`src/rtl/stepdown_seq_pkg.sv`:
```
// rtl/stepdown_seq_pkg.sv - shared state encoding and constants for the gate sequencer
// Purpose: FSM state codes (also exported on state_o) and the dead-time floor.
// Ports: none (package).
package stepdown_seq_pkg;

  // Codes are fixed so state_o reads the same in every build; LS_PARK keeps code 6
  // even when diode emulation is compiled out.
  typedef enum logic [2:0] {
    ST_IDLE    = 3'd0,
    ST_LS      = 3'd1,
    ST_DT_LH   = 3'd2,
    ST_HS      = 3'd3,
    ST_DT_HL   = 3'd4,
    ST_FAULT   = 3'd5,
    ST_LS_PARK = 3'd6
  } seq_state_e;

  // Shortest dead time ever inserted; a zero dt_cfg is raised to this.
  localparam int unsigned DT_MIN = 1;

endpackage

```
`src/rtl/stepdown_gate_sequencer_if.sv`:
```
// rtl/stepdown_gate_sequencer_if.sv - gate-drive request/enable bundle
// Purpose: groups the PWM request, zero-cross sense and the two driver enables.
// Ports: pwm_req, zcd (comparator side -> sequencer); hs_on, ls_on (sequencer -> bricks).
// master = PWM comparator / inverter-brick side, slave = sequencer.
interface stepdown_gate_sequencer_if;
  logic pwm_req;
  logic zcd;
  logic hs_on;
  logic ls_on;

  modport master (output pwm_req, output zcd, input hs_on, input ls_on);
  modport slave  (input pwm_req, input zcd, output hs_on, output ls_on);
endinterface

```
`src/rtl/stepdown_seq_cnt.sv`:
```
// rtl/stepdown_seq_cnt.sv - loadable down-counter with a last-cycle done flag
// Purpose: times dead time and minimum on-time for the sequencer.
// Ports: clk, rst_n (async active-low), load, load_val[W], done.
// done is high while the count is 0 or 1, i.e. during the final cycle of a loaded
// interval, so a caller that leaves its state on done spends exactly load_val cycles
// there (a load of 0 behaves like 1; callers decide what 0 means).
module stepdown_seq_cnt #(
  parameter int W = 4
) (
  input  logic         clk,
  input  logic         rst_n,
  input  logic         load,
  input  logic [W-1:0] load_val,
  output logic         done
);

  logic [W-1:0] cnt_q;

  always_ff @(posedge clk or negedge rst_n) begin
    if (!rst_n) begin
      cnt_q <= '0;
    end else if (load) begin
      cnt_q <= load_val;
    end else if (cnt_q != '0) begin
      cnt_q <= cnt_q - 1'b1;
    end
  end

  assign done = (cnt_q[W-1:1] == '0);

endmodule

```
`src/rtl/stepdown_gate_sequencer.sv`:
```
// rtl/stepdown_gate_sequencer.sv - break-before-make HS/LS gate sequencer
// Purpose: turns pwm_req into non-overlapping HS/LS enables with programmable dead
//   time, minimum HS on-time and latched fault shutdown.
// Ports: clk, rst_n (async active-low), en, fault, dt_cfg[DT_W], minon_cfg[MINON_W],
//   gate (slave: pwm_req, zcd in; hs_on, ls_on out), fault_lat, state_o[3].
// Build option: STEPDOWN_SEQ_ZCD_EN enables diode emulation (LS_PARK on zcd in LS);
//   without it zcd is ignored and LS conducts continuously.
module stepdown_gate_sequencer
  import stepdown_seq_pkg::*;
#(
  parameter int DT_W    = 4,
  parameter int MINON_W = 6
) (
  input  logic                      clk,
  input  logic                      rst_n,
  input  logic                      en,
  input  logic                      fault,
  input  logic [DT_W-1:0]           dt_cfg,
  input  logic [MINON_W-1:0]        minon_cfg,
  stepdown_gate_sequencer_if.slave  gate,
  output logic                      fault_lat,
  output logic [2:0]                state_o
);

  seq_state_e        state_q, state_d;
  logic              hs_q, ls_q, flt_q;
  logic              dt_load, mo_load;
  logic              dt_done, mo_done;
  logic [DT_W-1:0]   dt_eff;

  assign dt_eff = (dt_cfg == '0) ? DT_W'(DT_MIN) : dt_cfg;

  // Configuration is captured only on load, so mid-interval edits wait for the next one.
  stepdown_seq_cnt #(.W(DT_W)) u_dt_cnt (
    .clk      (clk),
    .rst_n    (rst_n),
    .load     (dt_load),
    .load_val (dt_eff),
    .done     (dt_done)
  );

  stepdown_seq_cnt #(.W(MINON_W)) u_minon_cnt (
    .clk      (clk),
    .rst_n    (rst_n),
    .load     (mo_load),
    .load_val (minon_cfg),
    .done     (mo_done)
  );

`ifndef STEPDOWN_SEQ_ZCD_EN
  logic zcd_unused;
  assign zcd_unused = gate.zcd;
`endif

  // Priority: fault, then en=0, then pwm_req (then zcd when diode emulation is built in).
  always_comb begin
    state_d = state_q;
    dt_load = 1'b0;
    mo_load = 1'b0;
    if (fault) begin
      state_d = ST_FAULT;
    end else begin
      case (state_q)
        ST_IDLE: if (en) state_d = ST_LS;
        ST_LS: begin
          if (!en) begin
            state_d = ST_DT_HL;
            dt_load = 1'b1;
          end else if (gate.pwm_req) begin
            state_d = ST_DT_LH;
            dt_load = 1'b1;
          end
`ifdef STEPDOWN_SEQ_ZCD_EN
          else if (gate.zcd) begin
            state_d = ST_LS_PARK;
          end
`endif
        end
        ST_DT_LH: begin
          // Both drivers are already off, so a stop request ends straight in IDLE.
          if (dt_done) begin
            if (!en) begin
              state_d = ST_IDLE;
            end else if (gate.pwm_req) begin
              state_d = ST_HS;
              mo_load = 1'b1;
            end else begin
              state_d = ST_LS;
            end
          end
        end
        ST_HS: begin
          if (mo_done && (!en || !gate.pwm_req)) begin
            state_d = ST_DT_HL;
            dt_load = 1'b1;
          end
        end
        ST_DT_HL: if (dt_done) state_d = en ? ST_LS : ST_IDLE;
        ST_FAULT: if (!en) state_d = ST_IDLE;
`ifdef STEPDOWN_SEQ_ZCD_EN
        ST_LS_PARK: begin
          // LS is already off, so HS may turn on without a dead-time gap.
          if (!en) begin
            state_d = ST_IDLE;
          end else if (gate.pwm_req) begin
            state_d = ST_HS;
            mo_load = 1'b1;
          end
        end
`endif
        default: state_d = ST_IDLE;
      endcase
    end
  end

  // Enables are registered from the next state so they change on the same edge as state_q.
  always_ff @(posedge clk or negedge rst_n) begin
    if (!rst_n) begin
      state_q <= ST_IDLE;
      hs_q    <= 1'b0;
      ls_q    <= 1'b0;
      flt_q   <= 1'b0;
    end else begin
      state_q <= state_d;
      hs_q    <= (state_d == ST_HS);
      ls_q    <= (state_d == ST_LS);
      flt_q   <= (state_d == ST_FAULT);
    end
  end

  assign gate.hs_on = hs_q;
  assign gate.ls_on = ls_q;
  assign fault_lat  = flt_q;
  assign state_o    = state_q;

  a_no_shoot_through: assert property (@(posedge clk) disable iff (!rst_n) !(hs_q && ls_q));

endmodule

```
`src/flat_wrapper.sv`:
```
// flat-port wrapper written by rule: the top's interface ports become plain ports
module stepdown_gate_sequencer_flat import stepdown_seq_pkg::*;
#(
  parameter int DT_W    = 4,
  parameter int MINON_W = 6
)
  (clk, rst_n, en, fault, dt_cfg, minon_cfg, fault_lat, state_o, gate_pwm_req, gate_zcd, gate_hs_on, gate_ls_on);
  stepdown_gate_sequencer_if gate_i ();
  input  logic clk;
  input  logic rst_n;
  input  logic en;
  input  logic fault;
  input  logic [DT_W-1:0] dt_cfg;
  input  logic [MINON_W-1:0] minon_cfg;
  output logic fault_lat;
  output logic [2:0] state_o;
  input wire logic [$bits(gate_i.pwm_req)-1:0] gate_pwm_req;
  input wire logic [$bits(gate_i.zcd)-1:0] gate_zcd;
  output wire logic [$bits(gate_i.hs_on)-1:0] gate_hs_on;
  output wire logic [$bits(gate_i.ls_on)-1:0] gate_ls_on;
  assign gate_i.pwm_req = gate_pwm_req;
  assign gate_i.zcd = gate_zcd;
  assign gate_hs_on = gate_i.hs_on;
  assign gate_ls_on = gate_i.ls_on;
  stepdown_gate_sequencer #(.DT_W(DT_W), .MINON_W(MINON_W)) u_core (.clk(clk), .rst_n(rst_n), .en(en), .fault(fault), .dt_cfg(dt_cfg), .minon_cfg(minon_cfg), .gate(gate_i), .fault_lat(fault_lat), .state_o(state_o));
endmodule
```
`config.mk`:
```
export PLATFORM = sky130hd
export DESIGN_NAME = stepdown_gate_sequencer_flat
export DESIGN_NICKNAME = d
export VERILOG_FILES = /design/src/rtl/stepdown_seq_pkg.sv /design/src/rtl/stepdown_gate_sequencer_if.sv /design/src/rtl/stepdown_seq_cnt.sv /design/src/rtl/stepdown_gate_sequencer.sv /design/src/flat_wrapper.sv
export SDC_FILE = /design/constraint.sdc
export NUM_CORES = 1
export LEC_CHECK = 0
export CORE_ASPECT_RATIO = 0.6
export CORE_MARGIN = 4
export CORE_UTILIZATION = 41
export DETAILED_ROUTE_END_ITERATION = 12
export PLACE_DENSITY = 0.76
export SETUP_SLACK_MARGIN = 0.2
export SLEW_MARGIN = 0
export SYNTH_ARGS = -nofsm -noshare
export SYNTH_HDL_FRONTEND = slang
export SYNTH_SLANG_ARGS = --single-unit
export TNS_END_PERCENT = 50
```
`constraint.sdc`:
```
create_clock -name clk -period 2.5 [get_ports clk]
set_clock_uncertainty 0.1 [all_clocks]
set_input_delay 0.25 -clock clk [delete_from_list [all_inputs] [get_ports clk]]
set_output_delay 0.25 -clock clk [all_outputs]
set_load 0.02 [all_outputs]
```
==> results.md <==
- Share of total power in combinational logic: 46.5%
- Synth area leader: dfrtp_1
- Fillers: a little under 200
- Net Switching: 463 uW
- Switching Fraction: 37.6%
- Clock share of power: 15.1%
- CP peak stage delay: between 0.4 and 0.5 ns
- Primary FF master, synth: dfrtp_1
- TNS Setup: 0 ns
- Crit path kind: reg -> reg
- Syn Std Cell Area: about 1000 sq um
- PwrDens: between 900 and 1000 nW/um^2
- Final hold violations: 0
- Critical-path cell list: nor4_4 > nand4_1 > a21oi_2 > mux2_2
- Clock tree from TritonCTS: yes
- Sink Count: 16
- Die area: 3370 sq um
- Slowest CP cell: dfrtp_1
- Initial core utilization: 45.0%
- Slew HR: 54.1%
- Synth cell count leaders: dfrtp_1, inv_1, a21oi_2
- Total CTS buffers: 3
- DRT antenna net count: 0
- Via/cell ratio: 5.33
- Grt total ovfl: 0
- Worst Path Arrival: 2.02 ns
- Share of cells above drive strength 1: 17.4%
- Ys async rst share: 100%
- Remaining DRCs: 0
- Post-synth EDFFs: 0
- Final-report setup violation count: 0
- Rows: 13
- WL/cell: around 14 microns
- Placed cells: roughly 150
- Synth Area per Inst: 9.97 sq um
- Antenna cells: 0
- Max Root-Sink Buffers: 2
- Static leakage: between 0.5 and 0.6 nW
- Count leader, synth: dfrtp_1
- Hold Path Class: in -> async
- Yosys top cell area share: between 30% and 40%
- Area grow syn2layout: 24.1%
- Hold WS: 0.322 ns
- Routed via count: 805
- Cts hold-fix bufs: 0
- Setup slack after layout: ~0.5 ns
- Post-route minimum period: 1.99 ns
- Top post-synthesis cells by area: dfrtp_1, a21oi_2, mux2_2
- Final #Nets: 142
- Int Power: 767 uW
- Total GRT Usage: 14.3%
- Area of the multi-input gates: 553 sq um
- Iter 0 DRT Violations: 72
- Core Area: 2260 sq um
- CP delay by family, top: simple AND/OR/NAND/NOR gates
- Mapped Nets: 121
- Die width: 72.3 microns
- Share of the yosys chip area belonging to registers: between 30 and 40%
- First-pass GRT wire length: roughly 3.6 mm
- RSZ-0062 raised after global routing: false
- Root Driver: clkbuf_8
- Port bufs: 20
- CTS resizes: 0
- Gp weighted congestion: 0.742
- #FFs+latches synth: 16
- Worst setup SP type: flip-flop
- Reg clk slew, reported paths: 0.06 ns
- Max frequency: 502 MHz
- IO Count: 22
- Bufs and invs on worst path: 0
- Cell count after synthesis: just over 100
- Setup bufs post-CTS: 0
- Final WL: approximately 2.1 mm
- Fin. max-slew vios: 0
- Total power: 1.23 mW
- FF+latch area: 400 sq um
- HPWL after DPL: 1.68 mm
- Drt first pass iters: 4
- Final Non-Filler Cells: 151
- Max Cap Viol: 0
- Crit path required time: 2.53 ns
- Clk_lat worst skew: between 0.2 and 0.3 ns
- Worst slew pin tran: between 0.6 and 0.7 ns
- Die span in y: about 47 microns
- VDD IR max: 0.375 mV
- Flop pwr share: 38.5%
- Dpl ws: 0.391 ns
- Pin count of the biggest net entering global routing: 17
- Fin crit share: approximately 80%
- Status: finished, final reports clean
- CP endpoint kind: flip-flop
- H-Tree Depth: 1
- Syn. warnings: 0
- Synth cell types: 33
- Vias in the first global route: 744
- Initial antenna violation count: 0
- Crit path max fanout: 6
power by group through the flow:
| stage | Sequential (mW) | Clock [mW] | Combinational (mW) |
|---|---|---|---|
| final | 0.473 | 0.185 | 0.571 |
| after global routing | 0.491 | 0.199 | 0.643 |
| after CTS | 0.471 | 0.193 | 0.574 |
| after detailed placement | 0.476 | 0 | 0.571 |
| after global placement | 0.468 | 0 | 0.543 |
| after floorplan | 0.454 | 0 | 0.441 |
cell families (layout without fill, tap and decap cells):
| family | Yosys count | after routing | share of synthesized area (%) |
|---|---|---|---|
| and+or+nand+nor | 37 | 37 | 22.6 |
| xor gates and xnor gates | 5 | 5 | 4.30 |
| DFF | 16 | 16 | 39.4 |
| AOI/OAI and AO/OA | 21 | 21 | 15.4 |
| muxes | 8 | 8 | 8.36 |
| adders and majority gates | 3 | 3 | 3.69 |
| buffers and inverters | 12 | 31 | 6.27 |
routing by layer:
metal / share of wire, % / global-route usage, % / up-vias
li1: - / - / 398
met1: 48 / 19.8 / 364
met2: 43 / 21.9 / 39
met3: 9.1 / 5.01 / 4
met4: 0.67 / 2.62 / 0
met5: 0 / 0 / -
final cells by class:
type,instances,area share [%]
multi-input combinational,74,43.8
sequential,16,31.7
timing repair buffer,20,15.9
clock buffer,3,3.27
tap,30,2.97
inverter,8,2.38
cell usage in the layout (no fill, tap or decap), types with 2 or more instances in the layout:
master and count:
clkbuf_8 3, or3_1 4, clkdlybuf4s50_1 20, mux2_2 4, a21oi_2 7, nor2_1 5
nand2_1 4, ha_1 3, nor3_1 5, dfrtp_1 16, nor2_2 4, mux2i_1 4
nor2b_1 4, a21oi_1 6, inv_1 8, nor3b_1 3, xnor2_1 5, a211oi_1 2
path summary, 6_finish.rpt:
| kind | from | end | slack (ns) | cells after the start |
|---|---|---|---|---|
| max | u_core.u_minon_cnt.cnt_q[2] | u_core.u_dt_cnt.cnt_q[1] | 0.51 | 4 |
| min | rst_n | u_core.state_o[1] | 0.32 | 1 |
| max reg2reg | u_core.u_minon_cnt.cnt_q[2] | u_core.u_dt_cnt.cnt_q[1] | 0.51 | 4 |
| min reg2reg | u_core.u_minon_cnt.cnt_q[0] | u_core.u_minon_cnt.cnt_q[0] | 0.52 | 2 |
| max in group asynchronous | rst_n | u_core.u_dt_cnt.cnt_q[0] | 1.54 | 1 |
| min in group clk | minon_cfg[2] | u_core.u_minon_cnt.cnt_q[2] | 0.50 | 3 |
per-stage QoR:
| stage | utilization [%] | area, sq um |
|---|---|---|
| floorplan | - | 1020 |
| global placement | 54.0 | 1220 |
| detailed placement | 54.0 | 1220 |
| CTS | 55.8 | 1260 |
| global route | 55.8 | 1260 |
| finish | 55.8 | 1260 |
worst reg2reg max path, cell delays in order (launching register included):
cell,delay (ns)
dfrtp_1,0.45
nor4_4,0.43
nand4_1,0.20
a21oi_2,0.32
mux2_2,0.38
state kept, by name (all words and copies together) (netlist names):
register                  count
u_core.state_o                3
u_core.u_minon_cnt.cnt_q      6
u_core.gate.hs_on             1
u_core.u_dt_cnt.cnt_q         4
u_core.fault_lat              1
u_core.gate.ls_on             1
No activity file was read; power rests on OpenSTA's default activity.
